File: src/rtl/kb_event_queue_if.sv
// Byte-stream input and event-pop handshake for kb_event_queue.
interface kb_event_queue_if;
    logic        i_byte_en;
    logic [7:0]  i_byte;
    logic        i_ready;
    logic        o_valid;
    logic [13:0] o_evt;

    modport master (
        output i_byte_en, i_byte, i_ready,
        input  o_valid, o_evt
    );

    modport slave (
        input  i_byte_en, i_byte, i_ready,
        output o_valid, o_evt
    );
endinterface

File: src/rtl/kb_event_queue.sv
// PS/2 set-2 decoder with modifier tracking feeding a FWFT event FIFO.
// Optional typematic repeat suppression: define KB_REPEAT_FILTER_EN.
module kb_event_queue #(
    parameter int unsigned DEPTH = 8,
    parameter int unsigned CNT_W = $clog2(DEPTH) + 1
) (
    input  logic             clk,
    input  logic             i_sclr_n,
    kb_event_queue_if.slave  bus,
    input  logic             i_ovf_clr,
    output logic [CNT_W-1:0] o_count,
    output logic             o_overflow,
    output logic             o_shift,
    output logic             o_ctrl,
    output logic             o_alt,
    output logic             o_capslock
);
    localparam int unsigned AW    = $clog2(DEPTH);
    localparam int unsigned EVT_W = 14;

    typedef enum logic [2:0] {
        ST_IDLE, ST_EXT, ST_BRK, ST_EXT_BRK, ST_PAUSE
    } state_t;

    state_t     r_state;
    logic [2:0] r_skip;

    logic       r_lshift, r_rshift, r_lctrl, r_rctrl, r_lalt, r_ralt;
    logic       r_caps, r_caps_held;
    logic       r_shift, r_ctrl, r_alt;

    logic [EVT_W-1:0] r_mem [DEPTH];
    logic [AW-1:0]    r_wr_ptr, r_rd_ptr;
    logic [CNT_W-1:0] r_count;
    logic             r_valid, r_ovf;

    logic       w_emit, w_brk, w_ext, w_fake, w_make, w_supp, w_push;
    logic [7:0] w_code;
    logic       w_lshift_n, w_rshift_n, w_lctrl_n, w_rctrl_n, w_lalt_n, w_ralt_n;
    logic       w_caps_n, w_caps_held_n;
    logic       w_shift_n, w_ctrl_n, w_alt_n;
    logic [EVT_W-1:0] w_evt;
    logic       w_pop, w_full, w_wr, w_drop;
    logic [CNT_W-1:0] w_count_n;

    assign w_code = bus.i_byte;
    assign w_fake = (bus.i_byte == 8'h12) || (bus.i_byte == 8'h59);

    // Event emission for the byte presented this cycle
    always_comb begin
        w_emit = 1'b0;
        w_brk  = 1'b0;
        w_ext  = 1'b0;
        if (bus.i_byte_en) begin
            case (r_state)
                ST_IDLE: begin
                    case (bus.i_byte)
                        8'hE0, 8'hF0, 8'hE1,
                        8'h00, 8'hAA, 8'hEE, 8'hFA,
                        8'hFC, 8'hFD, 8'hFE, 8'hFF: w_emit = 1'b0;
                        default:                     w_emit = 1'b1;
                    endcase
                end
                ST_EXT: begin
                    w_ext  = 1'b1;
                    w_emit = !(bus.i_byte == 8'hF0 || bus.i_byte == 8'hE0 ||
                               bus.i_byte == 8'hE1 || w_fake);
                end
                ST_BRK: begin
                    w_emit = 1'b1;
                    w_brk  = 1'b1;
                end
                ST_EXT_BRK: begin
                    w_ext  = 1'b1;
                    w_brk  = 1'b1;
                    w_emit = !w_fake;
                end
                default: w_emit = 1'b0;
            endcase
        end
    end

    // Prefix tracking; pause bytes are swallowed by counting down r_skip
    always_ff @(posedge clk) begin
        if (!i_sclr_n) begin
            r_state <= ST_IDLE;
            r_skip  <= 3'd0;
        end else if (bus.i_byte_en) begin
            case (r_state)
                ST_IDLE: begin
                    case (bus.i_byte)
                        8'hE0: r_state <= ST_EXT;
                        8'hF0: r_state <= ST_BRK;
                        8'hE1: begin
                            r_state <= ST_PAUSE;
                            r_skip  <= 3'd7;
                        end
                        default: r_state <= ST_IDLE;
                    endcase
                end
                ST_EXT: begin
                    if (bus.i_byte == 8'hF0)
                        r_state <= ST_EXT_BRK;
                    else if (bus.i_byte == 8'hE0 || bus.i_byte == 8'hE1)
                        r_state <= ST_EXT;
                    else
                        r_state <= ST_IDLE;
                end
                ST_PAUSE: begin
                    r_skip <= r_skip - 3'd1;
                    if (r_skip == 3'd1)
                        r_state <= ST_IDLE;
                end
                default: r_state <= ST_IDLE;
            endcase
        end
    end

    assign w_make = w_emit & ~w_brk;

`ifdef KB_REPEAT_FILTER_EN
    logic       r_lm_valid, r_lm_ext;
    logic [7:0] r_lm_code;
    logic       w_lm_match;

    assign w_lm_match = r_lm_valid && (r_lm_ext == w_ext) && (r_lm_code == w_code);
    assign w_supp     = w_make & w_lm_match;

    always_ff @(posedge clk) begin
        if (!i_sclr_n) begin
            r_lm_valid <= 1'b0;
            r_lm_ext   <= 1'b0;
            r_lm_code  <= 8'h00;
        end else if (w_make) begin
            r_lm_valid <= 1'b1;
            r_lm_ext   <= w_ext;
            r_lm_code  <= w_code;
        end else if (w_emit && w_brk && w_lm_match) begin
            r_lm_valid <= 1'b0;
        end
    end
`else
    assign w_supp = 1'b0;
`endif

    assign w_push = w_emit & ~w_supp;

    // Post-update modifier state so the snapshot reflects this event
    always_comb begin
        w_lshift_n    = r_lshift;
        w_rshift_n    = r_rshift;
        w_lctrl_n     = r_lctrl;
        w_rctrl_n     = r_rctrl;
        w_lalt_n      = r_lalt;
        w_ralt_n      = r_ralt;
        w_caps_n      = r_caps;
        w_caps_held_n = r_caps_held;
        if (w_push) begin
            case ({w_ext, w_code})
                {1'b0, 8'h12}: w_lshift_n = ~w_brk;
                {1'b0, 8'h59}: w_rshift_n = ~w_brk;
                {1'b0, 8'h14}: w_lctrl_n  = ~w_brk;
                {1'b1, 8'h14}: w_rctrl_n  = ~w_brk;
                {1'b0, 8'h11}: w_lalt_n   = ~w_brk;
                {1'b1, 8'h11}: w_ralt_n   = ~w_brk;
                {1'b0, 8'h58}: begin
                    if (w_brk) begin
                        w_caps_held_n = 1'b0;
                    end else begin
                        if (!r_caps_held)
                            w_caps_n = ~r_caps;
                        w_caps_held_n = 1'b1;
                    end
                end
                default: w_caps_n = r_caps;
            endcase
        end
    end

    assign w_shift_n = w_lshift_n | w_rshift_n;
    assign w_ctrl_n  = w_lctrl_n  | w_rctrl_n;
    assign w_alt_n   = w_lalt_n   | w_ralt_n;
    assign w_evt     = {w_caps_n, w_alt_n, w_ctrl_n, w_shift_n, w_ext, w_brk, w_code};

    always_ff @(posedge clk) begin
        if (!i_sclr_n) begin
            r_lshift    <= 1'b0;
            r_rshift    <= 1'b0;
            r_lctrl     <= 1'b0;
            r_rctrl     <= 1'b0;
            r_lalt      <= 1'b0;
            r_ralt      <= 1'b0;
            r_caps      <= 1'b0;
            r_caps_held <= 1'b0;
            r_shift     <= 1'b0;
            r_ctrl      <= 1'b0;
            r_alt       <= 1'b0;
        end else begin
            r_lshift    <= w_lshift_n;
            r_rshift    <= w_rshift_n;
            r_lctrl     <= w_lctrl_n;
            r_rctrl     <= w_rctrl_n;
            r_lalt      <= w_lalt_n;
            r_ralt      <= w_ralt_n;
            r_caps      <= w_caps_n;
            r_caps_held <= w_caps_held_n;
            r_shift     <= w_shift_n;
            r_ctrl      <= w_ctrl_n;
            r_alt       <= w_alt_n;
        end
    end

    // FIFO: a pop frees the slot a full-queue push needs in the same cycle
    assign w_pop  = r_valid & bus.i_ready;
    assign w_full = (r_count == CNT_W'(DEPTH));
    assign w_wr   = w_push & (~w_full | w_pop);
    assign w_drop = w_push & w_full & ~w_pop;

    always_comb begin
        case ({w_wr, w_pop})
            2'b10:   w_count_n = r_count + CNT_W'(1);
            2'b01:   w_count_n = r_count - CNT_W'(1);
            default: w_count_n = r_count;
        endcase
    end

    always_ff @(posedge clk) begin
        if (!i_sclr_n) begin
            for (int unsigned i = 0; i < DEPTH; i++)
                r_mem[i] <= '0;
            r_wr_ptr <= '0;
            r_rd_ptr <= '0;
            r_count  <= '0;
            r_valid  <= 1'b0;
            r_ovf    <= 1'b0;
        end else begin
            if (w_wr) begin
                r_mem[r_wr_ptr] <= w_evt;
                r_wr_ptr        <= r_wr_ptr + AW'(1);
            end
            if (w_pop)
                r_rd_ptr <= r_rd_ptr + AW'(1);
            r_count <= w_count_n;
            r_valid <= (w_count_n != '0);
            if (w_drop)
                r_ovf <= 1'b1;
            else if (i_ovf_clr)
                r_ovf <= 1'b0;
        end
    end

    assign bus.o_valid = r_valid;
    assign bus.o_evt   = r_mem[r_rd_ptr];
    assign o_count     = r_count;
    assign o_overflow  = r_ovf;
    assign o_shift     = r_shift;
    assign o_ctrl      = r_ctrl;
    assign o_alt       = r_alt;
    assign o_capslock  = r_caps;
endmodule

File: src/flat_wrapper.sv
// flat-port wrapper written by rule: the top's interface ports become plain ports
module kb_event_queue_flat 
#(
    parameter int unsigned DEPTH = 8,
    parameter int unsigned CNT_W = $clog2(DEPTH) + 1
)
  (clk, i_sclr_n, i_ovf_clr, o_count, o_overflow, o_shift, o_ctrl, o_alt, o_capslock, bus_i_byte_en, bus_i_byte, bus_i_ready, bus_o_valid, bus_o_evt);
  kb_event_queue_if bus_i ();
  input  logic clk;
  input  logic i_sclr_n;
  input  logic i_ovf_clr;
  output logic [CNT_W-1:0] o_count;
  output logic o_overflow;
  output logic o_shift;
  output logic o_ctrl;
  output logic o_alt;
  output logic o_capslock;
  input wire logic [$bits(bus_i.i_byte_en)-1:0] bus_i_byte_en;
  input wire logic [$bits(bus_i.i_byte)-1:0] bus_i_byte;
  input wire logic [$bits(bus_i.i_ready)-1:0] bus_i_ready;
  output wire logic [$bits(bus_i.o_valid)-1:0] bus_o_valid;
  output wire logic [$bits(bus_i.o_evt)-1:0] bus_o_evt;
  assign bus_i.i_byte_en = bus_i_byte_en;
  assign bus_i.i_byte = bus_i_byte;
  assign bus_i.i_ready = bus_i_ready;
  assign bus_o_valid = bus_i.o_valid;
  assign bus_o_evt = bus_i.o_evt;
  kb_event_queue #(.DEPTH(DEPTH), .CNT_W(CNT_W)) u_core (.clk(clk), .i_sclr_n(i_sclr_n), .bus(bus_i), .i_ovf_clr(i_ovf_clr), .o_count(o_count), .o_overflow(o_overflow), .o_shift(o_shift), .o_ctrl(o_ctrl), .o_alt(o_alt), .o_capslock(o_capslock));
endmodule
File: config.mk
export PLATFORM = sky130hd
export DESIGN_NAME = kb_event_queue_flat
export DESIGN_NICKNAME = d
export VERILOG_FILES = /design/src/rtl/kb_event_queue_if.sv /design/src/rtl/kb_event_queue.sv /design/src/flat_wrapper.sv
export SDC_FILE = /design/constraint.sdc
export NUM_CORES = 1
export LEC_CHECK = 0
export BUFFER_PORTS_ARGS = -buffer_cell sky130_fd_sc_hd__clkbuf_2
export CAP_MARGIN = 20
export CELL_PAD_IN_SITES_DETAIL_PLACEMENT = 1
export CELL_PAD_IN_SITES_GLOBAL_PLACEMENT = 2
export CORE_MARGIN = 2
export CORE_UTILIZATION = 39
export DETAILED_ROUTE_END_ITERATION = 8
export GPL_TIMING_DRIVEN = 1
export PLACE_DENSITY = 0.79
export SETUP_SLACK_MARGIN = 0.15
export SYNTH_ARGS = -nofsm -noshare
export SYNTH_HDL_FRONTEND = slang
export SYNTH_SLANG_ARGS = --single-unit
File: constraint.sdc
create_clock -name clk -period 2.9 [get_ports clk]
set_input_delay 0.435 -clock clk [delete_from_list [all_inputs] [get_ports clk]]
set_output_delay 0.435 -clock clk [all_outputs]
set_load 0.01 [all_outputs]
# [Word level (Yosys, flattened, before mapping)]
# Memory sizes are Yosys's and may differ from the RTL's. A register that Yosys moved wholly into a read port is not among the register bits.
# Index checks and enable logic that the tools add are counted.
[totals] ram_bits=112 elab_cells=127 inputBits=13 n_memories=1 reg_bits=29
[op_classes] n_reduce_logical=19 add_sub_neg=5 eq_ne=29 mux=43 bitwise_logic=12
[memory_table] name="u_core.r_mem" words=8 width=14 read_ports=1 rd_clocked_by_memory_dff=1 wr=8 line_no="kb_event_queue.sv:32" text="logic [EVT_W-1:0] r_mem [DEPTH];"
[op_table] operator="== test 8 bit (second input constant)" count=10
[op_table] operator="2-to-1 mux 1 bit" count=31
[op_table] operator="== test 9 x 5 -> 1 bit (second input constant)" count=3
[op_table] operator="== test 9 x 7 -> 1 bit (second input constant)" count=2
[op_table] operator="== test 9 bit (second input constant)" count=2
[op_table] operator="2-to-1 mux 3 bit" count=6
[op_table] operator="one-hot mux 3 bit (3 select lines)" count=2
[op_table] operator="2-to-1 mux 14 bit" count=1
[op_table] operator="OR reduction 14 bit" count=1
[op_table] operator="OR reduction 11 bit" count=1
[op_table] operator="== test 8 x 5 -> 1 bit (second input constant)" count=1
[op_table] operator="== test 8 x 7 -> 1 bit (second input constant)" count=1
[op_table] operator="zero test 8 bit" count=1
[op_table] operator="one-hot mux 4 bit (2 select lines)" count=1
[op_table] operator="adder 3 x 1 -> 3 bit (second input constant)" count=2
[op_table] operator="== test 3 x 1 -> 1 bit (second input constant)" count=2
[op_table] operator="== test 3 x 2 -> 1 bit (second input constant)" count=2
[op_table] operator="one-hot mux 3 bit (2 select lines)" count=1
[op_table] operator="logical OR 1 bit" count=5
[op_table] operator="adder 4 x 1 -> 4 bit (second input constant)" count=1
[op_table] operator="AND 1 bit" count=4
[op_table] operator="== test 4 bit (second input constant)" count=1
[op_table] operator="!= test 2 x 1 -> 1 bit (second input constant)" count=2
[op_table] operator="inverter 1 bit" count=4
[op_table] operator="other kinds (14)" count=21

# [Depth between registers and ports, before layout]
[depth] depth_word=13 ltp_mapped=15 ltp_nobuf=13

# [Least setup slack after synthesis]
# No wires, ideal clock.
[synth_timing] path_kind="input to register" from="input port bus_i_byte[4]" to="register u_core.r_valid (netlist: u_core.bus.o_valid)" path_stages=15 t_arrival_ns=2.900 required_ns=2.768 path_buffers=2 slack_ns=-0.133 cell_sequence="buf_2 -> nor4b_2 -> and4b_1 -> o31a_1 -> o22ai_2 -> buf_6 -> nand2_1 -> ha_1 -> xor2_1 -> ha_1 -> a21oi_1 -> xor2_1 -> nor2_1 -> xnor2_1 -> a31oi_1"
[synth_via] elab_chain_cells=11
[synth_lines] item="start: declaration" line_no="flat_wrapper.sv:19" text="input wire logic [$bits(bus_i.i_byte)-1:0] bus_i_byte;"
[synth_lines] item="parallel branches: the longest is 5 deep, another holds OR reduction 11 bit"
[synth_lines] item="one-hot mux 1 bit (4 select lines) *" line_no="kb_event_queue.sv:55" text="case (r_state)"
[synth_lines] item="2-to-1 mux 1 bit *" line_no="kb_event_queue.sv:54" text="if (bus.i_byte_en) begin"
[synth_lines] item="AND 1 bit *" line_no="kb_event_queue.sv:216" text="assign w_wr = w_push & (~w_full | w_pop);"
[synth_lines] item="== test 2 x 1 -> 1 bit or == test 2 bit (tied branches)" line_no="kb_event_queue.sv:220" text="case ({w_wr, w_pop})"
[synth_lines] item="one-hot mux 4 bit (2 select lines) *" line_no="kb_event_queue.sv:220"
[synth_lines] item="nonzero test 4 bit *" line_no="kb_event_queue.sv:244" text="r_valid <= (w_count_n != '0);"
[synth_lines] item="end signal: assignment" line_no="kb_event_queue.sv:244"
[synth_lines] item="end: declaration" line_no="kb_event_queue.sv:35" text="logic r_valid, r_ovf;"
# Every way passes the cells marked *.
# A chain may end at the register's enable or synchronous reset.

==> flow_metrics.env <==
export IMPL_outcome="complete, no violations"
export IMPL_ff2ff_setup_slack_ps=350
export IMPL_synth_edff_count=112
export IMPL_die_h_um=136.1
export IMPL_vias_per_cell=5.299
export IMPL_io_buffers=36
export IMPL_vias=4361
export IMPL_start_util_pct=39.63
export IMPL_r2r_cells=7
export IMPL_final_area_sq_um=8139
export IMPL_fin_util_pct=47.38
export IMPL_cts_buffers_inserted=17
export IMPL_cp_start_kind="flip-flop"
export IMPL_synthTopCellsByArea="edfxtp_1, dfxtp_1, mux4_2, and2_1, nor2_1"
export IMPL_slew_headroom_pct=57.81
export IMPL_synth_cell_types=54
export IMPL_dpl_instance_area_sq_um=7523
export IMPL_synthArstFlopShare_pct=0
export IMPL_die_w_um=136.1
export IMPL_drt_wl_total_mm=17.46
export IMPL_leakage_nw=3.070
export IMPL_cts_setup_buffers=0
export IMPL_cts_tree="yes"
export IMPL_overflow=0
export IMPL_setup_slack_ps=351.5
export IMPL_syn_area_sq_um=6808
export IMPL_cp_endpoint="u_core.r_mem[2][5]"
export IMPL_rsz0062_at_grt="no"
export IMPL_setup_tns_ps=0
export IMPL_netlist_instances=518
export IMPL_cts_clk_slew_worst_paths_ps=60
export IMPL_crit_start="u_core.o_count[1]"
export IMPL_totalPowerFinal_mw=5.393
export IMPL_io_pins=37
export IMPL_grt_max_degree=29
export IMPL_final_cell_mix="edfxtp_1, and2_1, nor2_1"
export IMPL_coreArea_sq_um=17180
export IMPL_wire_per_inst_um=21.21
export IMPL_cp_data_arrival_time_ps=2680
export IMPL_finalSetupViolations=0
export IMPL_top_usage_layer="met2"
export IMPL_hpwl_mm=11.72
export IMPL_tightest_slew_ps=628.6
export IMPL_synthesis_nets=538
export IMPL_synth_seq_cells=144
export IMPL_die_area_sq_um=18530
export IMPL_cts_sinks=144
export IMPL_final_common_cell="edfxtp_1"
export IMPL_routabilityCongestion=0.7926
export IMPL_maxCapViolations=0
export IMPL_drc_errors=0
export IMPL_gr_usage_met2_pct=35.46
export IMPL_use_met1_pct=25.01
export IMPL_crit_fanout=9
export IMPL_fmax_mhz=392.4
export IMPL_crit_type="reg -> reg"
export IMPL_dp_cells=792
export IMPL_skew_ps=6.384
export IMPL_grt_usage_pct=20.39
export IMPL_fin_crit_ps=2548
export IMPL_fp_row_count=48
export IMPL_clk_latency_ps=430
export IMPL_drt_iter0_drc=204
export IMPL_r2r_start="u_core.o_count[1]"
export IMPL_drt_pass1_iterations=5
export IMPL_synth_ff_type="edfxtp_1"
export IMPL_yosysWarnings=0
export IMPL_antenna_left=0
export IMPL_synth_top_area_share_pct=49.40
export IMPL_grt_pass1_wl_mm=27.40
export IMPL_yosysTopAreaCell="edfxtp_1"
export IMPL_required_ps=3030
export IMPL_whs_ps=276.6
export IMPL_peakVddDrop_v=0.0003999
export IMPL_ys_seq_area_share_pct=58.81
export IMPL_htreeDepth=4
export IMPL_grt_pass1_vias=4820
export IMPL_use_met3_pct=3.579
export IMPL_syn_to_final_growth_pct=19.56
export IMPL_final_nets=606
export IMPL_period_share_pct=87.88
export IMPL_cts_buffer_depth=2
export IMPL_crit_path_end_kind="flip-flop"
export IMPL_min_path_type="in -> reg"
export IMPL_avgSynthCellArea_sq_um=13.14
export IMPL_instances_no_fill=823
export IMPL_drv_slew=0
export IMPL_cts_resized_gates=0
export IMPL_hold_violations=0
export IMPL_r2r_end="u_core.r_mem[2][5]"
export IMPL_antenna_cells=0
export IMPL_post_place_ws_ps=25.06
export IMPL_ctsHoldBuffers=0
export IMPL_cts_root_buf="clkbuf_16"
export IMPL_powerDensity_nw_per_um2=662.6
export IMPL_layout_drive_gt1_share_pct=29.77
export IMPL_antenna_found_initial=0
-- power by group --
part / internal [mW] / switching, mW
clock network: 1.43 / 0.886
registers: 2.33 / 0.0625
logic: 0.328 / 0.358
-- cells by family (layout without fill, tap and decap cells) --
family	Yosys count	after routing	synth area share [%]
adder cells (fa/ha/maj)	7	7	1.286
AND/OR/NAND/NOR	231	231	19.56
buffers and inverters	40	120	2.628
XOR/XNOR	8	8	1.029
multiplexers	52	52	13.09
AO/OA/AOI/OAI	36	36	3.602
flip-flops	144	144	58.81
-- cell usage after synthesis, types with 3 or more instances --
| cell | n |
|---|---|
| edfxtp_1 | 112 |
| and2_1 | 78 |
| nor2_1 | 54 |
| dfxtp_1 | 32 |
| mux4_2 | 28 |
| clkbuf_1 | 26 |
| nand2_1 | 24 |
| mux2_2 | 16 |
| nand2b_1 | 16 |
| a21oi_1 | 11 |
| mux2i_1 | 8 |
| nand3_1 | 8 |
| nor2b_1 | 8 |
| ha_1 | 7 |
| and2_4 | 5 |
| buf_2 | 5 |
| inv_1 | 5 |
| nor3b_1 | 4 |
| o21a_1 | 4 |
| xnor2_1 | 4 |
| xor2_1 | 4 |
| a311oi_1 | 3 |
| buf_6 | 3 |
| nand3b_1 | 3 |
| nand4_1 | 3 |
| nor4_1 | 3 |
| nor4bb_1 | 3 |
| or2_2 | 3 |
-- state kept, by name, summed over array words and instances, names as in the netlist, 3 cells and up, named ones only --
name	count
u_core.r_rd_ptr	3
u_core.o_count	4
u_core.r_skip	3
u_core.r_state	3
u_core.r_mem	112
u_core.r_wr_ptr	3
-- how the worst min path moves through the flow --
| stage | cells after the start | slack [ps] | from | end |
|---|---|---|---|---|
| after floorplan | 1 | 450 | u_core.r_skip[2] | u_core.r_skip[2] |
| after global placement | 2 | 460 | u_core.o_overflow | u_core.o_overflow |
| after detailed placement | 1 | 480 | u_core.r_skip[2] | u_core.r_skip[2] |
| after CTS | 3 | 260 | i_ovf_clr | u_core.o_overflow |
| after global routing | 3 | 290 | i_ovf_clr | u_core.o_overflow |
| final | 3 | 280 | i_ovf_clr | u_core.o_overflow |
-- critical path, cell delays in order, from the launching register on --
cell,delay [ps]
dfxtp_1,530
nor4b_2,130
a21boi_2,400
and2b_1,250
nand4b_1,260
nor2b_1,280
nand2b_1,170
buf_4,210
-- per-layer routing --
metal / share of wire, % / routed length [um]
met5: 0 / 0
met4: 1.3 / 233
met3: 4.3 / 757
met2: 52 / 9035
met1: 43 / 7428
-- final cells by class --
cell class                      count  area [sq um]
Multi-Input combinational cell    334          2665
Clock inverter                     14         190.2
Tap cell                          225         281.5
Inverter                            5         18.77
Clock buffer                       17         425.4
Fill cell                        1785          9037
Sequential cell                   144          4005
Timing Repair Buffer               84         553.0
(Power assumes the default switching activity.)
